### config.mk
export PLATFORM = sky130hd
export DESIGN_NAME = mips_bus_mem_ctrl
export DESIGN_NICKNAME = d
export VERILOG_FILES = /design/src/rtl/mips_bus_mem_ctrl.sv
export SDC_FILE = /design/constraint.sdc
export NUM_CORES = 1
export LEC_CHECK = 0
export CAP_MARGIN = 20
export CELL_PAD_IN_SITES_DETAIL_PLACEMENT = 1
export CELL_PAD_IN_SITES_GLOBAL_PLACEMENT = 1
export CORE_UTILIZATION = 33
export DETAILED_ROUTE_END_ITERATION = 8
export PLACE_DENSITY_LB_ADDON = 0.1
export SETUP_SLACK_MARGIN = 0.2
export SKIP_LAST_GASP = 1
export SLEW_MARGIN = 10
export SYNTH_ARGS = -nofsm -noshare
export SYNTH_HDL_FRONTEND = slang
export SYNTH_SLANG_ARGS = --single-unit
### constraint.sdc
create_clock -name clk -period 8.32 [get_ports clk]
set_input_delay 1.664 -clock clk [delete_from_list [all_inputs] [get_ports clk]]
set_output_delay 1.664 -clock clk [all_outputs]
set_load 0.01 [all_outputs]
### src/rtl/mips_bus_mem_ctrl.sv
// Avalon-MM slave that turns CPU bus requests into single-cycle SRAM accesses with WAIT_STATES stall cycles.
// Optional counters stat_reads/stat_writes/stat_stalls are enabled by defining MIPS_BUS_MEM_CTRL_STATS_EN.
module mips_bus_mem_ctrl #(
  parameter int ADDR_WIDTH  = 16,
  parameter int WAIT_STATES = 0
) (
  input  logic                  clk,
  input  logic                  reset,
  input  logic                  read,
  input  logic                  write,
  input  logic [31:0]           address,
  input  logic [31:0]           writedata,
  input  logic [3:0]            byteenable,
  output logic                  waitrequest,
  output logic [31:0]           readdata,
  output logic [ADDR_WIDTH-1:0] mem_addr,
  output logic [31:0]           mem_wdata,
  output logic [3:0]            mem_be,
  output logic                  mem_we,
  output logic                  mem_re,
  input  logic [31:0]           mem_rdata,
  output logic                  proto_err
`ifdef MIPS_BUS_MEM_CTRL_STATS_EN
  ,
  output logic [31:0]           stat_reads,
  output logic [31:0]           stat_writes,
  output logic [31:0]           stat_stalls
`endif
);

  typedef enum logic [1:0] {S_IDLE, S_WAIT, S_ISSUE, S_DONE} state_t;

  localparam logic [3:0] WS = 4'(WAIT_STATES);

  state_t      state;
  logic [3:0]  count;
  logic        op_wr;
  logic [31:0] hold;
  logic        req;

  // Alignment and upper address bits are the master's concern.
  logic unused_addr;
  assign unused_addr = ^{address[31:ADDR_WIDTH+2], address[1:0]};

  assign req = read | write;

  always_ff @(posedge clk or posedge reset) begin
    if (reset) begin
      state     <= S_IDLE;
      count     <= 4'd0;
      op_wr     <= 1'b0;
      hold      <= 32'd0;
      mem_addr  <= '0;
      mem_wdata <= 32'd0;
      mem_be    <= 4'd0;
      mem_we    <= 1'b0;
      mem_re    <= 1'b0;
      proto_err <= 1'b0;
    end else begin
      if (read && write) proto_err <= 1'b1;
      mem_we <= 1'b0;
      mem_re <= 1'b0;
      case (state)
        S_IDLE: begin
          if (req) begin
            mem_addr  <= address[ADDR_WIDTH+1:2];
            mem_wdata <= writedata;
            mem_be    <= byteenable;
            op_wr     <= write;
            if (WAIT_STATES > 0) begin
              state <= S_WAIT;
              count <= WS;
            end else begin
              state  <= S_ISSUE;
              mem_we <= write && (|byteenable);
              mem_re <= !write;
            end
          end
        end
        S_WAIT: begin
          // A dropped request abandons the transfer before the SRAM is touched.
          if (!req) begin
            state <= S_IDLE;
            count <= 4'd0;
          end else if (count == 4'd1) begin
            state  <= S_ISSUE;
            count  <= 4'd0;
            mem_we <= op_wr && (|mem_be);
            mem_re <= !op_wr;
          end else begin
            count <= count - 4'd1;
          end
        end
        S_ISSUE: state <= S_DONE;
        S_DONE: begin
          state <= S_IDLE;
          if (!op_wr) hold <= mem_rdata;
        end
        default: state <= S_IDLE;
      endcase
    end
  end

  always_comb begin
    waitrequest = 1'b1;
    case (state)
      S_IDLE:  waitrequest = req;
      S_DONE:  waitrequest = 1'b0;
      default: waitrequest = 1'b1;
    endcase
  end

  assign readdata = (state == S_DONE && !op_wr) ? mem_rdata : hold;

`ifdef MIPS_BUS_MEM_CTRL_STATS_EN
  always_ff @(posedge clk or posedge reset) begin
    if (reset) begin
      stat_reads  <= 32'd0;
      stat_writes <= 32'd0;
      stat_stalls <= 32'd0;
    end else begin
      if (state == S_DONE) begin
        if (op_wr) stat_writes <= stat_writes + 32'd1;
        else       stat_reads  <= stat_reads + 32'd1;
      end
      if (waitrequest) stat_stalls <= stat_stalls + 32'd1;
    end
  end
`endif

endmodule

After elaboration in Yosys (flattened, before gate mapping)

Cells that the tools add are included.

Register bits: 94
Logic and storage cells: 47

Add/subtract/negate cells: 1
Bitwise operators: 2
Eq/ne operators: 6
Reduce and logical (&&, ||, !) cells: 12
Multiplexer cells: 16

Operators by type and width:

| cell                                                                | count |
|---|---|
| 32-bit two-way mux                                                  | 1 |
| 4-bit two-way mux                                                   | 2 |
| 2-bit one-hot mux with 4 select lines                               | 1 |
| 4-bit OR reduction                                                  | 2 |
| 1-bit two-way mux                                                   | 6 |
| 2-bit two-way mux                                                   | 3 |
| 1-bit one-hot mux with 2 select lines                               | 3 |
| 2-bit AND reduction                                                 | 3 |
| 2-bit == test (second input constant)                               | 2 |
| 4-bit by 1-bit == test with 1-bit output (second input constant)    | 1 |
| 1-bit logical AND                                                   | 4 |
| 4-bit by 1-bit subtractor with 4-bit output (second input constant) | 1 |
| 3-bit inequality test (second input constant)                       | 1 |
| 2-bit by 1-bit == test with 1-bit output (second input constant)    | 1 |
| 1-bit zero test                                                     | 2 |
| 2-bit zero test                                                     | 1 |
| 2-bit inequality test (second input constant)                       | 1 |
| 1-bit NOT                                                           | 1 |
| 1-bit bitwise OR                                                    | 1 |

Depth between registers and ports, before layout

Gate-level depths: netlist of run 1.

Word-level depth: 5
Gate-level depth with buffers: 5
Gate-level depth less buffers: 5

Worst setup path after synthesis of run 1

OpenSTA, ideal clock, no wires.

Kind: input port to output port
Start: input port write
End: output port waitrequest
Slack: 4,495 ps
Stages: 2
Data arrival time: 2,161 ps
Data required time: 6,656 ps
Path through: o21bai_1 -> nand3_1

Longest elaborated chain between the ends: 2

Ends and longest elaborated chain:

| what                                  | line | source |
|---|---|---|
| start, declared                       | 10   | `input logic write,` |
| 1-bit bitwise OR                      | 45   | `assign req = read \| write;` |
| 1-bit one-hot mux with 2 select lines | 106  | `case (state)` |
| end, declared                         | 14   | `output logic waitrequest,` |

Every way passes these cells.

Worst setup path in the final report of run 1

Same ends and word-level chain as after synthesis.

==> results of run 1 <==
-- where the power goes --
part | internal, mW | switching (mW)
Clock | 0.118 | 0.161
Sequential | 0.687 | 0.102
Combinational | 0.689 | 0.422
Total | 1.49 | 0.684
-- final cells by class --
type	instances	share of cell area, %
Tap cell	136	2.992
Timing Repair Buffer	178	31.19
Multi-Input combinational cell	119	20.99
Clock inverter	6	0.8139
Inverter	3	0.2420
Sequential cell	94	41.36
Clock buffer	10	2.420
-- state kept, by name (all words and copies together), names as in the netlist, 2 cells and up --
name / flops
mem_be: 4
count: 4
hold: 32
state: 2
mem_addr: 16
mem_wdata: 32
-- final timing paths --
| check | from | depth (start not counted) | endpoint |
|---|---|---|---|
| worst max-delay path | write | 4 | waitrequest |
| worst min-delay path | proto_err$_DFFE_PP0P_ | 1 | proto_err$_DFFE_PP0P_ |
| worst max register to register | state[1]$_DFFE_PP0P_ | 4 | mem_wdata[18]$_DFFE_PP0P_ |
| worst min register to register | proto_err$_DFFE_PP0P_ | 1 | proto_err$_DFFE_PP0P_ |
| max in group asynchronous | reset | 3 | mem_addr[15]$_DFFE_PP0P_ |
| min in group asynchronous | reset | 2 | mem_wdata[7]$_DFFE_PP0P_ |
-- per-stage QoR --
| stage | worst slack (ps) | power [mW] |
|---|---|---|
| 5_1_grt | 3315 | 2.330 |
| 2_1_floorplan | 4207 | 1.330 |
| 4_1_cts | 3392 | 2.220 |
| 6_report | 3404 | 2.178 |
| 3_3_place_gp | 3424 | 1.893 |
| 3_5_place_dp | 3407 | 1.929 |
-- synthesized netlist by cell type (2+ instances only) --
| cell | n | area [µm²] |
|---|---|---|
| ha_1 | 2 | 25.02 |
| dfrtp_1 | 94 | 2352 |
| nand3b_1 | 2 | 15.01 |
| nor4_1 | 2 | 12.51 |
| mux2_1 | 4 | 45.04 |
| nand2_1 | 2 | 7.510 |
| o21ai_0 | 5 | 25.02 |
| buf_6 | 5 | 56.30 |
| nand3_1 | 2 | 10.01 |
| mux2_2 | 81 | 912.1 |
| inv_1 | 3 | 11.26 |
| buf_2 | 3 | 15.01 |
| nand2b_1 | 3 | 18.77 |
-- per-layer routing --
metal  share of wire, %  routed length, µm  vias to the layer above
met1                 42               3662                     1273
met2                 46               4033                      122
met3                 10                910                        9
met5                  0                  0                        -
met4                1.1                 97                        0
li1                   -                  -                     1153
-- logic make-up (layout without fill, tap and decap cells) --
kind of cell	after synthesis	count (layout)	share of synthesized area, %
mux	85	85	26.38
flops	94	94	64.83
simple gates	19	19	3.448
buf+inv	11	197	2.276
compound gates	13	13	2.380
fa+ha+maj	2	2	0.6895
-- cell usage in the layout, fill, tap and decap left out --
master | Yosys | layout
a211oi_1 | 1 | 1
a21o_1 | 1 | 1
a21oi_1 | 1 | 1
a22o_1 | 1 | 1
buf_4 | 0 | 3
clkbuf_8 | 0 | 10
clkdlybuf4s50_1 | 0 | 175
clkinv_2 | 0 | 1
clkinv_4 | 0 | 2
clkinvlp_4 | 0 | 2
dfrtp_1 | 94 | 94
ha_1 | 2 | 2
inv_1 | 3 | 2
inv_4 | 0 | 1
inv_6 | 0 | 1
mux2_1 | 4 | 4
mux2_2 | 81 | 81
nand2_1 | 2 | 2
nand2b_1 | 3 | 3
nand3_1 | 2 | 2
nand3b_1 | 2 | 2
nor2_1 | 1 | 1
nor2_4 | 1 | 1
nor2b_1 | 1 | 1
nor3_1 | 1 | 1
nor4_1 | 2 | 2
o21a_1 | 1 | 1
o21ai_0 | 5 | 5
o21bai_1 | 1 | 1
o2bb2ai_1 | 1 | 1
o31a_1 | 1 | 1
or3_1 | 1 | 1
or3b_4 | 1 | 1
or4_1 | 1 | 1
or4b_1 | 1 | 1
==> impl_results.md, run 1 <==
* Placed Instances at 530
* Crit path cell chain: clkdlybuf4s50_1 > o21bai_1 > nand3_1 > clkdlybuf4s50_1
* Synth Instances at 224
* Detail Route Antenna Nets at 0
* Synth async-reset ratio at 100.0%
* Dominant synthesized flop cell: dfrtp_1
* Max-slew headroom at roughly 50%
* First-pass GRT wire length at between 10000 and 15000 µm
* # setup viols final at 0
* Fin crit share at 59.09%
* Syn Nets at 330
* Worst slew pin tran at between 700 and 800 ps
* FF/Latch Area at around 2400 µm²
* Routed wire length at 8703 µm
* Synth-to-Final Area Change at 56.76%
* Drt first pass iters at 3
* Synth warn at 0
* Via density at between 4 and 5
* Vias at approximately 2600
* RD Place Congestion at approximately 0.73
* GRT met2 Usage at about a quarter
* # IOs at around 190
* Power density cells at 383.0 nW/µm²
* Final Slew Violations at 0
* Max-cap violations at 0
* CP max-delay cell: clkdlybuf4s50_1
* Initial core utilization at between 30% and 40%
* Crit Path Class: in2out
* Final Util at 54.13%
* #FFs+latches synth at 94
* Final net count at roughly 510
* Worst path max stage delay at 520 ps
* CTS tree: built
* DRC Markers at 0
* RSZ-0062 raised after global routing: no
* Dpl hpwl at 6496 µm
* Finished Layout Cells at ~550
* Hold crit path type: reg2reg
* GRT Total Usage at between 15 and 20%
* Core area at 10510 µm²
* Ant diodes at 0
* Root buf cell: clkbuf_8
* Clock Sink Count at 94
* Final setup TNS at 0 ps
* Final Hold Vio Count at 0
* CP Max Fanout at 7
* Min Hold Slack at roughly 470 ps
* Fin crit period at between 4000 and 5000 ps
* Yosys cell types at 29
* M1 GR Usage at 20.28%
* Layout cell share with drive strength beyond 1 at between 20 and 30%
* VDD IR max at around 150 µV
* LEAKAGE at about 2.3 nW
* IO buf count at 175
* DR WL/cell at roughly 16 µm
* Cell family with most CP delay: buffers and inverters
* Die height at between 100 and 150 µm
* Crit path buf inv count at 2
* Worst Setup End Kind: output pin
* Vias in the first global route at roughly 2700
* Cell area after layout at 5688 µm²
* Mapped Area at 3628 µm²
* Worst reg2reg setup slack at 6100 ps
* Synth Area per Inst at between 15 and 20 µm²
* Status: complete, no violations
* Setup Buffers After CTS at 0
* Clock skew at ~8 ps
* 1st-iter DRT viols at 54
* DP Area at approximately 5500 µm²
* Most used routing layer in global routing: met2
* Die area at between 10000 and 15000 µm²
* EDFF count, synth at 0
* M3 GR Usage at 6.322%
* Area of the multi-input gates at between 1000 and 1500 µm²
* Fmax at roughly 200 MHz
* Clk_lat worst skew at 350 ps
* Worst path arrival time at about 3300 ps
* Crit path top cell by count: clkdlybuf4s50_1
* Hold Buf Count CTS at 0
* Die width at approximately 110 µm
* # H-tree levels at 3
* CTS Buf Count at 9
* Largest net degree at the start of global routing at roughly 60
* CTS clk-pin slew, worst paths at roughly 90 ps
* Critical Path Source Type: primary input
* Antenna violations before repair at 0
* Site row count at 37
* Post-CTS Resized at 0
* Seq/Total Area, Yosys at between 60% and 70%
* Max Buffers Root-to-Sink at 2
* Fill count at 1064
* Required time of the critical path at ~6700 ps
* GRT overflow at 0
No activity file was read; power rests on OpenSTA's default activity.
==> inputs of run 2 (changes only) <==
--- a/config.mk
+++ b/config.mk
@@ -8,7 +8,7 @@
 export CAP_MARGIN = 20
 export CELL_PAD_IN_SITES_DETAIL_PLACEMENT = 1
 export CELL_PAD_IN_SITES_GLOBAL_PLACEMENT = 1
-export CORE_UTILIZATION = 33
+export CORE_UTILIZATION = 27
 export DETAILED_ROUTE_END_ITERATION = 8
 export PLACE_DENSITY_LB_ADDON = 0.1
 export SETUP_SLACK_MARGIN = 0.2
==> constraint.sdc (replaced) <==
create_clock -name clk -period 4.5 [get_ports clk]
set_input_delay 0.9 -clock clk [delete_from_list [all_inputs] [get_ports clk]]
set_output_delay 0.9 -clock clk [all_outputs]
set_load 0.01 [all_outputs]
==> run 2 against run 1 <==
Against the previous run: design area rose by 2.6%; setup slack lost 2300 ps; core utilization down 8.8 points; cell count rose by 6.8%; first-iteration DRC count grew 74%; clock power up 150%; combinational power increased by 87%; flip-flop and latch count did not move; non-clock buffer count is 1 higher; count of clock-buffer cells in the layout is 2 higher; largest cell class unchanged; highest routed layer unchanged.
==> impl_results.md, run 2 (synthesized netlist as in run 1, its figures left out) <==
* IO buf count at 175 (unchanged)
* Biggest regs: hold: 32 flops, mem_wdata: 32 flops, mem_addr: 16 flops
* Required time of the critical path at 3600 ps (-3060 ps)
* Hold path cells at 1 (unchanged)
* Critical Path Source Type: primary input
* Hold crit path type: reg2reg
* Max-cap violations at 0 (unchanged)
* LEAKAGE at 2.365 nW (+2.2%)
* Most frequent cells in the layout: 175 x clkdlybuf4s50_1, 94 x dfrtp_1, 81 x mux2_2, 9 x clkbuf_16, 5 x o21ai_0
* CP Max Fanout at 7 (unchanged)
* Fin crit share at 74.47%
* CTS Buf Count at 9 (unchanged)
* CTS tree: built
* Final setup TNS at 0 ps (unchanged)
* Die height at 117.9 µm (+10%)
* CTS clk-pin slew, worst paths at 60 ps (-30 ps)
* RD Place Congestion at 0.7162 (-2.3%)
* Synth-to-Final Area Change at 60.90%
* VDD IR max at 259.9 µV (+73%)
* Root buf cell: clkbuf_16
* Dpl hpwl at 6800 µm (+4.7%)
* Hold Buf Count CTS at 0 (unchanged)
* # IOs at 192 (unchanged)
* DR WL/cell at 15.83 µm (-0.72%)
* First-pass GRT wire length at 15120 µm (+7.7%)
* Vias at 2565 (+0.31%)
* Fmax at just under 300 MHz
* DP Area at 5569 µm² (+1.2%)
* Crit path buf inv count at 2 (unchanged)
* Largest net degree at the start of global routing at 46 (-22%)
* Status: complete, no violations
* Worst path max stage delay at 510 ps (about the same)
* Worst Hold End: proto_err$_DFFE_PP0P_
* Crit path cell chain: clkdlybuf4s50_1 > o21bai_1 > nand3_1 > clkdlybuf4s50_1
* Die width at 117.9 µm (+10%)
* Worst path arrival time at 2450 ps (-800 ps)
* Max-slew headroom at 58.75% (+9.0 points)
* Ant diodes at 0 (unchanged)
* Detail Route Antenna Nets at 0 (unchanged)
* Fin crit period at between 3000 and 4000 ps
* Layout cell share with drive strength beyond 1 at 24.82% (-0.30 points)
* Worst reg2reg setup slack at 2490 ps (-3610 ps)
* R2R Path End: mem_addr[1]$_DFFE_PP0P_
* Cell area after layout at 5838 µm² (+2.6%)
* GRT Total Usage at 14.29% (-1.7 points)
* Routed wire length at 9226 µm (+6.0%)
* Setup Buffers After CTS at 0 (unchanged)
* Drt first pass iters at 3 (unchanged)
* Clk_lat worst skew at 340 ps (about the same)
* Commonest non-fill, non-tap cell in the layout: clkdlybuf4s50_1
* # H-tree levels at 3 (unchanged)
* RSZ-0062 raised after global routing: no
* Final Hold Vio Count at 0 (unchanged)
* Final Slew Violations at 0 (unchanged)
* Cell family with most CP delay: buffers and inverters
* Vias in the first global route at 2782 (+1.9%)
* GRT overflow at 0 (unchanged)
* Initial core utilization at 28.18% (-6.3 points)
* CP max-delay cell: clkdlybuf4s50_1
* Clock skew at 3.423 ps (-4.545 ps)
* Via density at 4.400 (-6.1%)
* Clock Sink Count at 94 (unchanged)
* Worst reg-to-reg path cell count at 4 (unchanged)
* Final net count at 512 (+0.20%)
* Site row count at 41 (+11%)
* Worst hold path startpoint: proto_err$_DFFE_PP0P_
* Post-CTS Resized at 0 (unchanged)
* # setup viols final at 0 (unchanged)
* Antenna violations before repair at 0 (unchanged)
* Crit Path Class: in2out
* Reg2reg start: state[1]$_DFFE_PP0P_
* Power density cells at 723.0 nW/µm² (+89%)
* Worst slew pin tran at 617.3 ps (-136.3 ps)
* Worst Setup End Kind: output pin
* Max Buffers Root-to-Sink at 2 (unchanged)
* DRC Markers at 0 (unchanged)
* Pwr Total at 4.221 mW (+94%)
* 1st-iter DRT viols at 94 (+74%)
* Die area at 13910 µm² (+22%)
* Crit path top cell by count: clkdlybuf4s50_1
* Core area at 12880 µm² (+23%)
run 2: cell count changes in the layout (fill, tap and decap cells not counted), moves of 2 or more:
cell / before / now
clkbuf_16: 0 / 9
clkbuf_8: 10 / 1
clkbuf_1: 0 / 2
clkinv_4: 2 / 0
clkinv_2: 1 / 3
run 2: final cells by class:
class | instances | area (µm²)
fill | 1342 | 7038
clock buffer | 12 | 246.5
clock inverter | 4 | 22.52
tap | 172 | 215.2
multi-input combinational | 119 | 1194
inverter | 3 | 13.76
timing repair buffer | 179 | 1794
sequential | 94 | 2352
run 2: report_power, final:
| group | switching [mW] | internal [mW] | total [mW] |
|---|---|---|---|
| sequential | 0.184 | 1.27 | 1.46 |
| combinational | 0.792 | 1.28 | 2.08 |
| clock | 0.302 | 0.387 | 0.688 |
| total | 1.28 | 2.94 | 4.22 |
run 2: stage by stage:
stage | instances | utilization, % | hold WS (ps) | setup WS, ps
final | 583 | 45.34 | 481.7 | 1149
after CTS | 583 | 45.34 | 486.3 | 1133
after detailed placement | 567 | 43.25 | 472.2 | 1135
after global routing | 583 | 45.34 | 503.5 | 1032
after global placement | 567 | 43.25 | 440.0 | 1140
after floorplan | 224 | - | 492.8 | 1151
run 2: layer usage:
metal	up-vias	share of wire [%]	global-route usage, %
met2	120	47	22.28
met3	8	10	7.122
met1	1284	41	16.72
met4	0	1.3	5.529
met5	-	0	0
li1	1153	-	-
run 2: worst max-delay path by stage:
stage / startpoint / end / depth (start not counted)
3_5_place_dp: write / waitrequest / 4
5_1_grt: write / waitrequest / 4
6_report: write / waitrequest / 4
2_1_floorplan: reset / count[0]$_DFFE_PP0P_ / 1
3_3_place_gp: write / waitrequest / 4
4_1_cts: write / waitrequest / 4
==> inputs of run 3 (changes only) <==
==> constraint.sdc (replaced) <==
create_clock -name clk -period 2.75 [get_ports clk]
set_input_delay 0.55 -clock clk [delete_from_list [all_inputs] [get_ports clk]]
set_output_delay 0.55 -clock clk [all_outputs]
set_load 0.01 [all_outputs]
==> run 3 against run 2 <==
Against the previous run: flip-flop and latch count unchanged; first-iteration DRC count decreased by 45%; design area increased by 1.1%; via count decreased by 1.2%; core utilization increased by 0.50 points; critical path type unchanged; critical endpoint unchanged; highest routed layer unchanged.
==> impl_results.md, run 3 (synthesized netlist as in run 1, its figures left out) <==
* Crit path buf inv count at 2 (unchanged)
* VDD IR max at 426.7 µV (+64%)
* Initial core utilization at 28.18% (unchanged)
* CP Max Fanout at 4 (-3)
* Site row count at 41 (unchanged)
* DR WL/cell at 15.71 µm (-0.71%)
* IO buf count at 175 (unchanged)
* Pwr Total at 6.841 mW (+62%)
* Clk_lat worst skew at 340 ps (about the same)
* Max Buffers Root-to-Sink at 2 (unchanged)
* Die width at 117.9 µm (unchanged)
* Worst slew pin tran at 552.6 ps (-64.66 ps)
* Final Slew Violations at 0 (unchanged)
* Crit Path Class: in2out
* Min Hold Slack at 458.9 ps (-22.75 ps)
* CP max-delay cell: clkdlybuf4s50_1
* Cell family with most CP delay: buffers and inverters
* Met2 WL at 4354 µm (+0.18%)
* # H-tree levels at 3 (unchanged)
* Most frequent cells in the layout: 143 x clkdlybuf4s50_1, 93 x dfrtp_1, 81 x mux2_2, 32 x dlygate4sd2_1, 9 x clkbuf_16
* GRT Total Usage at 14.03% (-0.26 points)
* Core area at 12880 µm² (unchanged)
* Detail Route Antenna Nets at 0 (unchanged)
* Synth-to-Final Area Change at 62.66%
* CTS tree: built
* LEAKAGE at 2.453 nW (+3.7%)
* Crit path top cell by count: clkdlybuf4s50_1
* # IOs at 192 (unchanged)
* Worst Setup End Kind: output pin
* Highest Signal Layer: met4
* Crit path cell chain: clkdlybuf4s50_1 > o21bai_2 > nand3_1 > clkdlybuf4s50_1
* WL met3 at 807 µm (-14%)
* Drt first pass iters at 5 (+2)
* # setup viols final at 0 (unchanged)
* Biggest regs: hold: 32 flops, mem_wdata: 32 flops, mem_addr: 16 flops
* 1st-iter DRT viols at 52 (-45%)
* Required time of the critical path at 2200 ps (-1400 ps)
* Routed wire length at 9208 µm (-0.20%)
* RSZ-0062 raised after global routing: no
* Hold crit path type: reg2reg
* Vias at 2534 (-1.2%)
* Power density cells at 1159 nW/µm² (+60%)
* Critical Path Source Type: primary input
* Final Hold Vio Count at 0 (unchanged)
* Worst path max stage delay at 490 ps (-20 ps)
* Commonest non-fill, non-tap cell in the layout: clkdlybuf4s50_1
* Final setup TNS at 0 ps (unchanged)
* Worst path arrival time at 1920 ps (-530 ps)
* CTS clk-pin slew, worst paths at 60 ps (about the same)
* Clock Sink Count at 94 (unchanged)
* Die area at 13910 µm² (unchanged)
* Via density at 4.324 (-1.7%)
* CTS Buf Count at 9 (unchanged)
* Root buf cell: clkbuf_16
* Metal-1 WL at 3871 µm (+1.4%)
* Fin crit share at between 80% and 90%
* Final net count at 517 (+0.98%)
* Max-cap violations at 0 (unchanged)
* RD Place Congestion at 0.7415 (+3.5%)
* Ant diodes at 0 (unchanged)
* Die height at 117.9 µm (unchanged)
* DRC Markers at 0 (unchanged)
* Fmax at around 400 MHz
* Layout cell share with drive strength beyond 1 at 25.60% (+0.79 points)
* Dpl hpwl at 6580 µm (-3.2%)
* Placed Instances at 569 (+0.35%)
* Antenna violations before repair at 0 (unchanged)
* GRT overflow at 0 (unchanged)
* Clock skew at 3.298 ps (-0.1256 ps)
* First-pass GRT wire length at 14990 µm (-0.91%)
* Max-slew headroom at 63.08% (+4.3 points)
* Finished Layout Cells at 586 (+0.51%)
* Largest net degree at the start of global routing at 51 (+11%)
* Fin crit period at between 2000 and 2500 ps
* Status: complete, no violations
* Vias in the first global route at 2746 (-1.3%)
[run 3: per-layer routing]
layer / vias to the layer above / track usage [%]
met5: - / 0
met4: 0 / 6.490
met3: 12 / 5.717
met2: 112 / 21.84
met1: 1245 / 16.84
li1: 1165 / -
[run 3: final timing paths]
kind	startpoint	slack [ps]	to	cells past startpoint
max in group asynchronous	reset	1460	mem_wdata[16]$_DFFE_PP0P_	3
min in group asynchronous	reset	610	hold[23]$_DFFE_PP0N_	2
min	proto_err$_DFFE_PP0P_	460	proto_err$_DFFE_PP0P_	1
max	read	280	waitrequest	4
min reg2reg	proto_err$_DFFE_PP0P_	460	proto_err$_DFFE_PP0P_	1
max reg2reg	count[1]$_DFFE_PP0P_	970	mem_we$_DFF_PP0_	5
[run 3: stage by stage]
| step | utilization, % | cell area, µm² | worst slack (ps) |
|---|---|---|---|
| global placement | 43.57 | 5610 | 169.5 |
| finish | 45.84 | 5902 | 280.5 |
| floorplan | - | 3632 | 1004 |
| CTS | 45.84 | 5902 | 267.7 |
| global route | 45.84 | 5902 | 225.6 |
| detailed placement | 43.57 | 5610 | 132.3 |
[run 3: power by group]
part / internal [mW] / total, mW / switching (mW)
Combinational: 1.97 / 3.27 / 1.31
Clock: 0.694 / 1.18 / 0.490
Sequential: 2.09 / 2.38 / 0.296
Total: 4.75 / 6.84 / 2.09
[run 3: layout make-up]
type | count | area, µm²
Tap cell | 172 | 215.2
Clock inverter | 2 | 35.03
Timing Repair Buffer | 184 | 1849
Fill cell | 1315 | 6974
Multi-Input combinational cell | 119 | 1197
Inverter | 3 | 15.01
Clock buffer | 12 | 236.5
Sequential cell | 94 | 2354
[run 3: repair_timing]
action	CTS	global route
gates resized for setup	35	0
setup buffers	2	0
setup endpoints to repair	33	0
endpoints found under the hold margin	0	0
hold buffers	0	0
[run 3: worst register-to-register path, stage by stage (launching register included)]
cell and delay, ps:
dfrtp_1 380, inv_1 90, ha_1 160, or3b_4 390, or4b_1 470, a21oi_1 200
